==> config.mk <==
export PLATFORM = sky130hd
export DESIGN_NAME = ex_muldiv
export DESIGN_NICKNAME = d
export VERILOG_FILES = /design/src/rtl/muldiv_pkg.sv /design/src/rtl/muldiv_negate.sv /design/src/rtl/ex_muldiv.sv
export SDC_FILE = /design/constraint.sdc
export NUM_CORES = 1
export LEC_CHECK = 0
export CORE_MARGIN = 1
export CORE_UTILIZATION = 44
export CTS_CLUSTER_SIZE = 20
export DETAILED_ROUTE_END_ITERATION = 10
export PLACE_DENSITY = 0.74
export SLEW_MARGIN = 20
export SYNTH_ARGS = -nofsm -noshare
export SYNTH_HDL_FRONTEND = slang
export SYNTH_SLANG_ARGS = --single-unit
==> constraint.sdc <==
create_clock -name clk -period 9.3 [get_ports clk]
set_input_delay 1.86 -clock clk [delete_from_list [all_inputs] [get_ports clk]]
set_output_delay 1.86 -clock clk [all_outputs]
set_load 0.05 [all_outputs]
==> src/rtl/muldiv_pkg.sv <==
// rtl/muldiv_pkg.sv - shared constants and state encoding for the RV32M multiply/divide unit
//
// Purpose: funct3 opcodes of the M extension, the iterative FSM state type and
// the fixed iteration count shared by ex_muldiv and its testbench.
package muldiv_pkg;

  localparam logic [2:0] F3_MUL    = 3'b000;
  localparam logic [2:0] F3_MULH   = 3'b001;
  localparam logic [2:0] F3_MULHSU = 3'b010;
  localparam logic [2:0] F3_MULHU  = 3'b011;
  localparam logic [2:0] F3_DIV    = 3'b100;
  localparam logic [2:0] F3_DIVU   = 3'b101;
  localparam logic [2:0] F3_REM    = 3'b110;
  localparam logic [2:0] F3_REMU   = 3'b111;

  localparam int MULDIV_CYCLES = 32;

  typedef enum logic [1:0] {
    IDLE = 2'd0,
    CALC = 2'd1,
    DONE = 2'd2
  } muldiv_state_e;

endpackage

==> src/rtl/muldiv_negate.sv <==
// rtl/muldiv_negate.sv - combinational conditional two's-complement negate
//
// Purpose: returns -i_val when i_neg is set, i_val otherwise. Used for operand
// absolute values and for sign correction of the final product/quotient/remainder.
// Ports:
//   i_neg  in  1  negate when high
//   i_val  in  W  value
//   o_val  out W  i_neg ? -i_val : i_val
module muldiv_negate #(
  parameter int W = 64
) (
  input  logic         i_neg,
  input  logic [W-1:0] i_val,
  output logic [W-1:0] o_val
);

  assign o_val = i_neg ? (~i_val + {{(W-1){1'b0}}, 1'b1}) : i_val;

endmodule

==> src/rtl/ex_muldiv.sv <==
// rtl/ex_muldiv.sv - iterative RV32M multiply/divide unit for the Execute stage
//
// Purpose: accepts an M-extension op, computes it one bit per cycle (32 cycles)
// or via a fast path for divide-by-zero / signed overflow, stalls the pipeline
// meanwhile and pulses done with the registered result.
// Ports:
//   clk      in  1     core clock
//   rst_n    in  1     asynchronous active-low reset
//   start    in  1     M-op present in EX (held while stalled)
//   flush    in  1     synchronous abort of the op in EX
//   funct3   in  3     M-op selector
//   rs1_val  in  XLEN  operand A (multiplicand/dividend)
//   rs2_val  in  XLEN  operand B (multiplier/divisor)
//   stall    out 1     hold the pipeline (combinational, state based)
//   done     out 1     one-cycle result-valid pulse
//   result   out XLEN  registered result, held between ops
module ex_muldiv
  import muldiv_pkg::*;
#(
  parameter int XLEN = 32
) (
  input  logic            clk,
  input  logic            rst_n,
  input  logic            start,
  input  logic            flush,
  input  logic [2:0]      funct3,
  input  logic [XLEN-1:0] rs1_val,
  input  logic [XLEN-1:0] rs2_val,
  output logic            stall,
  output logic            done,
  output logic [XLEN-1:0] result
);

  muldiv_state_e r_state;
  muldiv_state_e w_next_state;

  logic [5:0]        r_cnt;
  logic [2:0]        r_f3;
  logic              r_sign_a;
  logic              r_sign_b;
  logic [XLEN-1:0]   r_a;        // |multiplicand|
  logic [XLEN-1:0]   r_b;        // |divisor|
  logic [2*XLEN-1:0] r_acc;      // mul: {partial, multiplier}; div: {remainder, dividend/quotient}
  logic              r_done;
  logic [XLEN-1:0]   r_result;

  logic              w_sign_a;
  logic              w_sign_b;
  logic [XLEN-1:0]   w_abs_a;
  logic [XLEN-1:0]   w_abs_b;
  logic              w_accept;
  logic              w_div0;
  logic              w_ovf;
  logic              w_fast;
  logic [XLEN-1:0]   w_fast_result;
  logic              w_last;
  logic [XLEN:0]     w_sum;
  logic [XLEN:0]     w_trial;
  logic [XLEN:0]     w_diff;
  logic [2*XLEN-1:0] w_mul_next;
  logic [2*XLEN-1:0] w_div_next;
  logic [2*XLEN-1:0] w_acc_next;
  logic [2*XLEN-1:0] w_fix_in;
  logic              w_fix_neg;
  logic [2*XLEN-1:0] w_fixed;
  logic [XLEN-1:0]   w_calc_result;

  // Only signed operands are made absolute: MULH both, MULHSU rs1, DIV/REM both.
  assign w_sign_a = rs1_val[XLEN-1] &
                    ((funct3 == F3_MULH) || (funct3 == F3_MULHSU) ||
                     (funct3 == F3_DIV)  || (funct3 == F3_REM));
  assign w_sign_b = rs2_val[XLEN-1] &
                    ((funct3 == F3_MULH) || (funct3 == F3_DIV) || (funct3 == F3_REM));

  muldiv_negate #(.W(XLEN)) u_abs_a (.i_neg(w_sign_a), .i_val(rs1_val), .o_val(w_abs_a));
  muldiv_negate #(.W(XLEN)) u_abs_b (.i_neg(w_sign_b), .i_val(rs2_val), .o_val(w_abs_b));

  assign w_accept = (r_state == IDLE) & start & ~flush;

  assign w_div0 = funct3[2] & (rs2_val == '0);
  assign w_ovf  = ((funct3 == F3_DIV) || (funct3 == F3_REM)) &
                  (rs1_val == {1'b1, {(XLEN-1){1'b0}}}) & (rs2_val == '1);
  assign w_fast = w_div0 | w_ovf;

  // funct3[1] separates REM/REMU from DIV/DIVU.
  always_comb begin
    w_fast_result = '0;
    if (w_div0) begin
      w_fast_result = (funct3 == F3_REM || funct3 == F3_REMU) ? rs1_val : '1;
    end else if (w_ovf) begin
      w_fast_result = funct3[1] ? '0 : {1'b1, {(XLEN-1){1'b0}}};
    end
  end

  // Radix-2 shift-add: add multiplicand to the upper half when the current
  // multiplier bit is set, then shift the whole accumulator right (carry kept).
  assign w_sum      = {1'b0, r_acc[2*XLEN-1:XLEN]} + (r_acc[0] ? {1'b0, r_a} : '0);
  assign w_mul_next = {w_sum, r_acc[XLEN-1:1]};

  // Restoring division: shift next dividend bit into the remainder and keep the
  // subtraction only when it does not borrow.
  assign w_trial    = {r_acc[2*XLEN-1:XLEN], r_acc[XLEN-1]};
  assign w_diff     = w_trial - {1'b0, r_b};
  assign w_div_next = w_diff[XLEN] ? {w_trial[XLEN-1:0], r_acc[XLEN-2:0], 1'b0}
                                   : {w_diff[XLEN-1:0],  r_acc[XLEN-2:0], 1'b1};

  assign w_acc_next = r_f3[2] ? w_div_next : w_mul_next;

  // The final iteration's value feeds sign correction directly so the result
  // is registered on the same edge that enters DONE.
  always_comb begin
    w_fix_in  = w_acc_next;
    w_fix_neg = r_sign_a ^ r_sign_b;
    if (r_f3[2]) begin
      if (r_f3[1]) begin
        w_fix_in  = {{XLEN{1'b0}}, w_acc_next[2*XLEN-1:XLEN]};
        w_fix_neg = r_sign_a;
      end else begin
        w_fix_in  = {{XLEN{1'b0}}, w_acc_next[XLEN-1:0]};
      end
    end
  end

  muldiv_negate #(.W(2*XLEN)) u_fix (.i_neg(w_fix_neg), .i_val(w_fix_in), .o_val(w_fixed));

  always_comb begin
    w_calc_result = w_fixed[XLEN-1:0];
    case (r_f3)
      F3_MULH, F3_MULHSU, F3_MULHU: w_calc_result = w_fixed[2*XLEN-1:XLEN];
      default:                      w_calc_result = w_fixed[XLEN-1:0];
    endcase
  end

  assign w_last = (r_state == CALC) && (r_cnt == 6'(MULDIV_CYCLES - 1));

  always_comb begin
    w_next_state = r_state;
    case (r_state)
      IDLE:    if (w_accept) w_next_state = w_fast ? DONE : CALC;
      CALC:    if (w_last) w_next_state = DONE;
      DONE:    w_next_state = IDLE;
      default: w_next_state = IDLE;
    endcase
    if (flush) w_next_state = IDLE;
  end

  always_ff @(posedge clk or negedge rst_n) begin
    if (!rst_n) begin
      r_state <= IDLE;
    end else begin
      r_state <= w_next_state;
    end
  end

  always_ff @(posedge clk or negedge rst_n) begin
    if (!rst_n) begin
      r_cnt    <= '0;
      r_f3     <= '0;
      r_sign_a <= 1'b0;
      r_sign_b <= 1'b0;
      r_a      <= '0;
      r_b      <= '0;
      r_acc    <= '0;
      r_done   <= 1'b0;
      r_result <= '0;
    end else begin
      r_done <= (w_next_state == DONE);
      if (w_accept) begin
        r_f3     <= funct3;
        r_sign_a <= w_sign_a;
        r_sign_b <= w_sign_b;
        r_a      <= w_abs_a;
        r_b      <= w_abs_b;
        r_cnt    <= '0;
        r_acc    <= funct3[2] ? {{XLEN{1'b0}}, w_abs_a} : {{XLEN{1'b0}}, w_abs_b};
        if (w_fast) r_result <= w_fast_result;
      end else if ((r_state == CALC) && !flush) begin
        r_acc <= w_acc_next;
        r_cnt <= r_cnt + 6'd1;
        if (w_last) r_result <= w_calc_result;
      end
    end
  end

  // Reset gating keeps stall low while rst_n is asserted even with start held.
  assign stall  = rst_n & ((start & (r_state == IDLE) & ~flush) | (r_state == CALC));
  assign done   = r_done;
  assign result = r_result;

endmodule

==> impl_metrics.prom <==
# TYPE chip_impl_metric gauge
chip_impl_info{name="tritoncts",value="done"} 1
chip_impl_metric{name="grt_max_degree",unit=""} 130
chip_impl_metric{name="cts.path.max_buffers",unit=""} 2
chip_impl_info{name="setup.worst_path.class",value="reg -> reg"} 1
chip_impl_metric{name="synthesis.yosys.warnings",unit=""} 0
chip_impl_metric{name="fin_cells",unit=""} 2862
chip_impl_metric{name="cp_data_required_time",unit="ns"} 9.67
chip_impl_metric{name="path_max_fanout",unit=""} 16
chip_impl_info{name="min_delay_worst_endpoint",value="r_a[31]$_DFFE_PN0P_"} 1
chip_impl_metric{name="die_width",unit="um"} 199.8
chip_impl_info{name="min_path_type",value="reg -> reg"} 1
chip_impl_metric{name="synth.ff_latch_count",unit=""} 174
chip_impl_metric{name="fmaxAchievable",unit="MHz"} 152.5
chip_impl_info{name="clk_root_buffer_cell",value="sky130_fd_sc_hd__clkbuf_16"} 1
chip_impl_info{name="holdCritStartpoint",value="r_a[31]$_DFFE_PN0P_"} 1
chip_impl_metric{name="post-route-period-util",unit=""} 0.7053
chip_impl_metric{name="max-vdd-ir-drop",unit="V"} 0.0001534
chip_impl_metric{name="floorplan.initialDensity",unit=""} 0.4453
chip_impl_metric{name="worst_r2r_path_depth",unit=""} 14
chip_impl_metric{name="seq_area_frac_synth",unit=""} 0.2530
chip_impl_metric{name="drt-initial-drc-count",unit=""} 2564
chip_impl_metric{name="fill_cells",unit=""} 3757
chip_impl_metric{name="netlist-cell-type-count",unit=""} 95
chip_impl_metric{name="gpl.final_weighted_congestion",unit=""} 1.053
chip_impl_metric{name="relSlewSlack",unit=""} 0.3435
chip_impl_metric{name="synth_cells",unit=""} 2331
chip_impl_metric{name="drc",unit=""} 0
chip_impl_metric{name="cellPowerDensity",unit="mW/mm^2"} 288.3
chip_impl_metric{name="maxCapViolations",unit=""} 0
chip_impl_metric{name="area.sequential",unit="sq mm"} 0.004358
chip_impl_metric{name="setup_tns",unit="ns"} 0
chip_impl_info{name="rr_startpoint",value="r_acc[50]$_DFFE_PN0P_"} 1
chip_impl_metric{name="worst_margin_slew",unit="ns"} 0.9814
chip_impl_metric{name="cts_resizes",unit=""} 0
chip_impl_metric{name="minimum_clock_period_after_layout",unit="ns"} 6.560
chip_impl_metric{name="synth.avg_cell_area",unit="sq um"} 7.382
chip_impl_metric{name="drt.antenna.violating_nets",unit=""} 0
chip_impl_metric{name="route.detailed.vias_per_inst",unit=""} 6.594
chip_impl_metric{name="detailed_route_via_count",unit=""} 18871
chip_impl_metric{name="layout_cell_share_with_drive_strength_beyond_1",unit=""} 0.05038
chip_impl_info{name="run_status",value="complete, no violations"} 1
chip_impl_metric{name="grt_antenna_before_repair",unit=""} 1
chip_impl_metric{name="final_hold_viol_count",unit=""} 0
chip_impl_metric{name="regToRegSetupSlack",unit="ns"} 2.74
chip_impl_metric{name="detailedPlace.worstSlack",unit="ns"} 2.631
chip_impl_metric{name="synthToLayoutAreaGrowth",unit="%"} 10.93
chip_impl_metric{name="clk_pin_slew",unit="ns"} 0.08
chip_impl_info{name="rsz0062_at_grt",value="false"} 1
chip_impl_metric{name="finalMaxSlewViolations",unit=""} 0
chip_impl_metric{name="worst-endpoint-arrival",unit="ns"} 6.93
chip_impl_metric{name="grt_overflow",unit=""} 0
chip_impl_metric{name="postSynthNetCount",unit=""} 2473
chip_impl_metric{name="synth_enable_flop_cells",unit=""} 0
chip_impl_info{name="cp-end-kind",value="flop"} 1
chip_impl_metric{name="number_of_global_route_vias_before_repair",unit=""} 17260
chip_impl_metric{name="holdBufCountCts",unit=""} 0
chip_impl_metric{name="dpl.hpwl",unit="um"} 57390
chip_impl_metric{name="dr.pass1.iters",unit=""} 8
chip_impl_metric{name="final.setup.worst_slack",unit="ns"} 2.740
chip_impl_metric{name="synthArstFlopShare",unit=""} 1.000
chip_impl_metric{name="design.portCount",unit=""} 105
chip_impl_info{name="timing.rr.end",value="result[18]$_DFFE_PN0P_"} 1
chip_impl_metric{name="port-buffer-count",unit=""} 104
chip_impl_metric{name="min_delay_path_depth",unit=""} 2
chip_impl_metric{name="design.die.area",unit="sq mm"} 0.03990
chip_impl_metric{name="groute.usage.overall",unit=""} 0.3715
chip_impl_metric{name="insertion_delay",unit="ns"} 0.47
chip_impl_metric{name="fp.coreArea",unit="sq mm"} 0.03865
chip_impl_metric{name="post-place-cells",unit=""} 2828
chip_impl_metric{name="cts_made_buffers",unit=""} 17
chip_impl_metric{name="grt_first_pass_wirelength",unit="um"} 109000
chip_impl_metric{name="die-height",unit="um"} 199.8
chip_impl_info{name="worst_setup_path_start_kind",value="flop"} 1
chip_impl_metric{name="htree_levels",unit=""} 4
chip_impl_metric{name="setup_viol_count_final",unit=""} 0
chip_impl_metric{name="power.leakage",unit="nW"} 7.800
chip_impl_metric{name="footprint_of_the_multi_input_gates",unit="sq mm"} 0.01205
chip_impl_metric{name="clock_sink_count",unit=""} 174
chip_impl_metric{name="fin_nets",unit=""} 2471
chip_impl_metric{name="syn-cell-area",unit="sq mm"} 0.01721
chip_impl_metric{name="core.rowCount",unit=""} 72
chip_impl_metric{name="skew",unit="ns"} 0.01267
chip_impl_metric{name="cts_post_setup_buffers_inserted",unit=""} 0
chip_impl_info{name="yosys_most_used_dff",value="sky130_fd_sc_hd__dfrtp_1"} 1
chip_impl_metric{name="routed_wirelength",unit="um"} 73780
chip_impl_metric{name="post_drt_wl_per_cell",unit="um"} 25.78
[cells by family after synthesis]
family                   share of synthesized area
AO/OA/AOI/OAI                               0.2936
XOR/XNOR                                   0.06922
adder cells (fa/ha/maj)                    0.05250
buffers and inverters                      0.04872
flip-flops                                  0.2530
multiplexers                               0.03243
AND/OR/NAND/NOR                             0.2505
[worst max path at each step]
stage	start	endpoint	slack, ns	cells after the start
final	r_acc[50]$_DFFE_PN0P_	result[18]$_DFFE_PN0P_	2.74	14
after global routing	r_acc[50]$_DFFE_PN0P_	result[18]$_DFFE_PN0P_	2.38	14
after CTS	r_acc[50]$_DFFE_PN0P_	result[18]$_DFFE_PN0P_	2.96	14
after detailed placement	rs2_val[8]	result[12]$_DFFE_PN0P_	2.63	14
after global placement	rs2_val[8]	result[12]$_DFFE_PN0P_	2.69	14
after floorplan	flush	stall	3.90	5
[per-layer routing]
metal / vias to the layer above / share of wire / GRT usage
li1: 8546 / - / -
met1: 8987 / 0.40 / 0.4812
met2: 1090 / 0.42 / 0.5507
met3: 248 / 0.11 / 0.09224
met4: 0 / 0.071 / 0.2392
met5: - / 0 / 0
[state kept, by name (all words and copies together) (netlist names)]
register  flops
r_acc        64
r_f3          3
r_state       2
r_sign_a      1
r_cnt         6
r_sign_b      1
result       32
r_b          32
r_a          32
done          1
[synth_stat cells, types with 14 or more instances]
master	number	area (sq um)
sky130_fd_sc_hd__a211oi_1	21	157.7
sky130_fd_sc_hd__a21boi_0	16	120.1
sky130_fd_sc_hd__a21o_1	29	217.7
sky130_fd_sc_hd__a21oi_1	184	920.9
sky130_fd_sc_hd__a31oi_1	33	206.5
sky130_fd_sc_hd__and2_1	58	362.9
sky130_fd_sc_hd__and3_1	17	106.4
sky130_fd_sc_hd__buf_1	16	60.06
sky130_fd_sc_hd__buf_2	17	85.08
sky130_fd_sc_hd__clkbuf_1	109	409.1
sky130_fd_sc_hd__dfrtp_1	174	4354
sky130_fd_sc_hd__ha_1	69	863.3
sky130_fd_sc_hd__inv_1	57	214.0
sky130_fd_sc_hd__mux2i_1	40	400.4
sky130_fd_sc_hd__nand2_1	337	1265
sky130_fd_sc_hd__nand2b_1	19	118.9
sky130_fd_sc_hd__nand3_1	71	355.3
sky130_fd_sc_hd__nand4_1	39	244.0
sky130_fd_sc_hd__nor2_1	175	656.9
sky130_fd_sc_hd__nor2b_1	21	131.4
sky130_fd_sc_hd__nor3_1	52	260.3
sky130_fd_sc_hd__nor4_1	20	125.1
sky130_fd_sc_hd__o211ai_1	40	300.3
sky130_fd_sc_hd__o21a_1	23	172.7
sky130_fd_sc_hd__o21ai_0	257	1286
sky130_fd_sc_hd__o221ai_1	16	140.1
sky130_fd_sc_hd__o31ai_1	25	187.7
sky130_fd_sc_hd__or3_1	24	150.1
sky130_fd_sc_hd__or4_1	14	105.1
sky130_fd_sc_hd__xnor2_1	81	709.4
sky130_fd_sc_hd__xor2_1	55	481.7
[placed cells by master (no fill, tap or decap), types with 14 or more instances in the layout]
cell,Yosys,final
sky130_fd_sc_hd__a21o_1,29,29
sky130_fd_sc_hd__a21boi_0,16,16
sky130_fd_sc_hd__nor2_1,175,174
sky130_fd_sc_hd__or3_1,24,24
sky130_fd_sc_hd__nor3_1,52,52
sky130_fd_sc_hd__nand2b_1,19,19
sky130_fd_sc_hd__buf_4,0,23
sky130_fd_sc_hd__o221ai_1,16,16
sky130_fd_sc_hd__or4_1,14,14
sky130_fd_sc_hd__mux2i_1,40,40
sky130_fd_sc_hd__o21ai_0,257,257
sky130_fd_sc_hd__inv_1,57,57
sky130_fd_sc_hd__nand3_1,71,71
sky130_fd_sc_hd__o211ai_1,40,40
sky130_fd_sc_hd__nand4_1,39,39
sky130_fd_sc_hd__and2_1,58,57
sky130_fd_sc_hd__ha_1,69,69
sky130_fd_sc_hd__and3_1,17,17
sky130_fd_sc_hd__dfrtp_1,174,173
sky130_fd_sc_hd__a31oi_1,33,33
sky130_fd_sc_hd__xor2_1,55,54
sky130_fd_sc_hd__a21oi_1,184,184
sky130_fd_sc_hd__clkbuf_16,0,17
sky130_fd_sc_hd__nor2b_1,21,21
sky130_fd_sc_hd__xnor2_1,81,80
sky130_fd_sc_hd__o31ai_1,25,25
sky130_fd_sc_hd__clkdlybuf4s50_1,0,102
sky130_fd_sc_hd__a211oi_1,21,21
sky130_fd_sc_hd__nand2_1,337,337
sky130_fd_sc_hd__o21a_1,23,23
sky130_fd_sc_hd__nor4_1,20,20
[stage by stage]
step                      area (sq um)  utilization  hold slack, ns  power [mW]
after detailed placement         18510       0.4788          0.4557       4.611
after floorplan                  17210            -          0.4376       3.502
after global placement           18510       0.4788          0.4523       4.563
after CTS                        19080       0.4938          0.4736       5.358
final                            19090       0.4939          0.4713       5.503
after global routing             19080       0.4938          0.5007       5.782
[where the power goes]
| part | internal, mW | switching [mW] | total, mW |
|---|---|---|---|
| combinational | 1.16 | 2.41 | 3.56 |
| clock | 0.388 | 0.358 | 0.746 |
| sequential | 0.921 | 0.274 | 1.19 |
[cell type report]
| class | count | area share |
|---|---|---|
| antenna | 2 | 0.0002622 |
| tap | 518 | 0.03395 |
| timing repair buffer | 128 | 0.06443 |
| clock inverter | 13 | 0.006555 |
| inverter | 58 | 0.01141 |
| clock buffer | 19 | 0.02373 |
| sequential | 174 | 0.2283 |
| multi-input combinational | 1950 | 0.6314 |
[worst max-delay path: stages (launching register included)]
cell and delay [ns]:
sky130_fd_sc_hd__dfrtp_1 0.52, sky130_fd_sc_hd__ha_1 0.56, sky130_fd_sc_hd__nand4_1 0.21, sky130_fd_sc_hd__nor2_1 0.18
sky130_fd_sc_hd__nand4_1 0.20, sky130_fd_sc_hd__a21oi_2 0.71, sky130_fd_sc_hd__or2_1 0.73, sky130_fd_sc_hd__a21oi_2 0.32
sky130_fd_sc_hd__a221oi_1 0.75, sky130_fd_sc_hd__and4_1 0.55, sky130_fd_sc_hd__and4b_1 0.33, sky130_fd_sc_hd__and3_1 0.60
sky130_fd_sc_hd__nand3_1 0.16, sky130_fd_sc_hd__mux2_1 0.34, sky130_fd_sc_hd__a221oi_1 0.28
No activity file was read; power rests on OpenSTA's default activity.
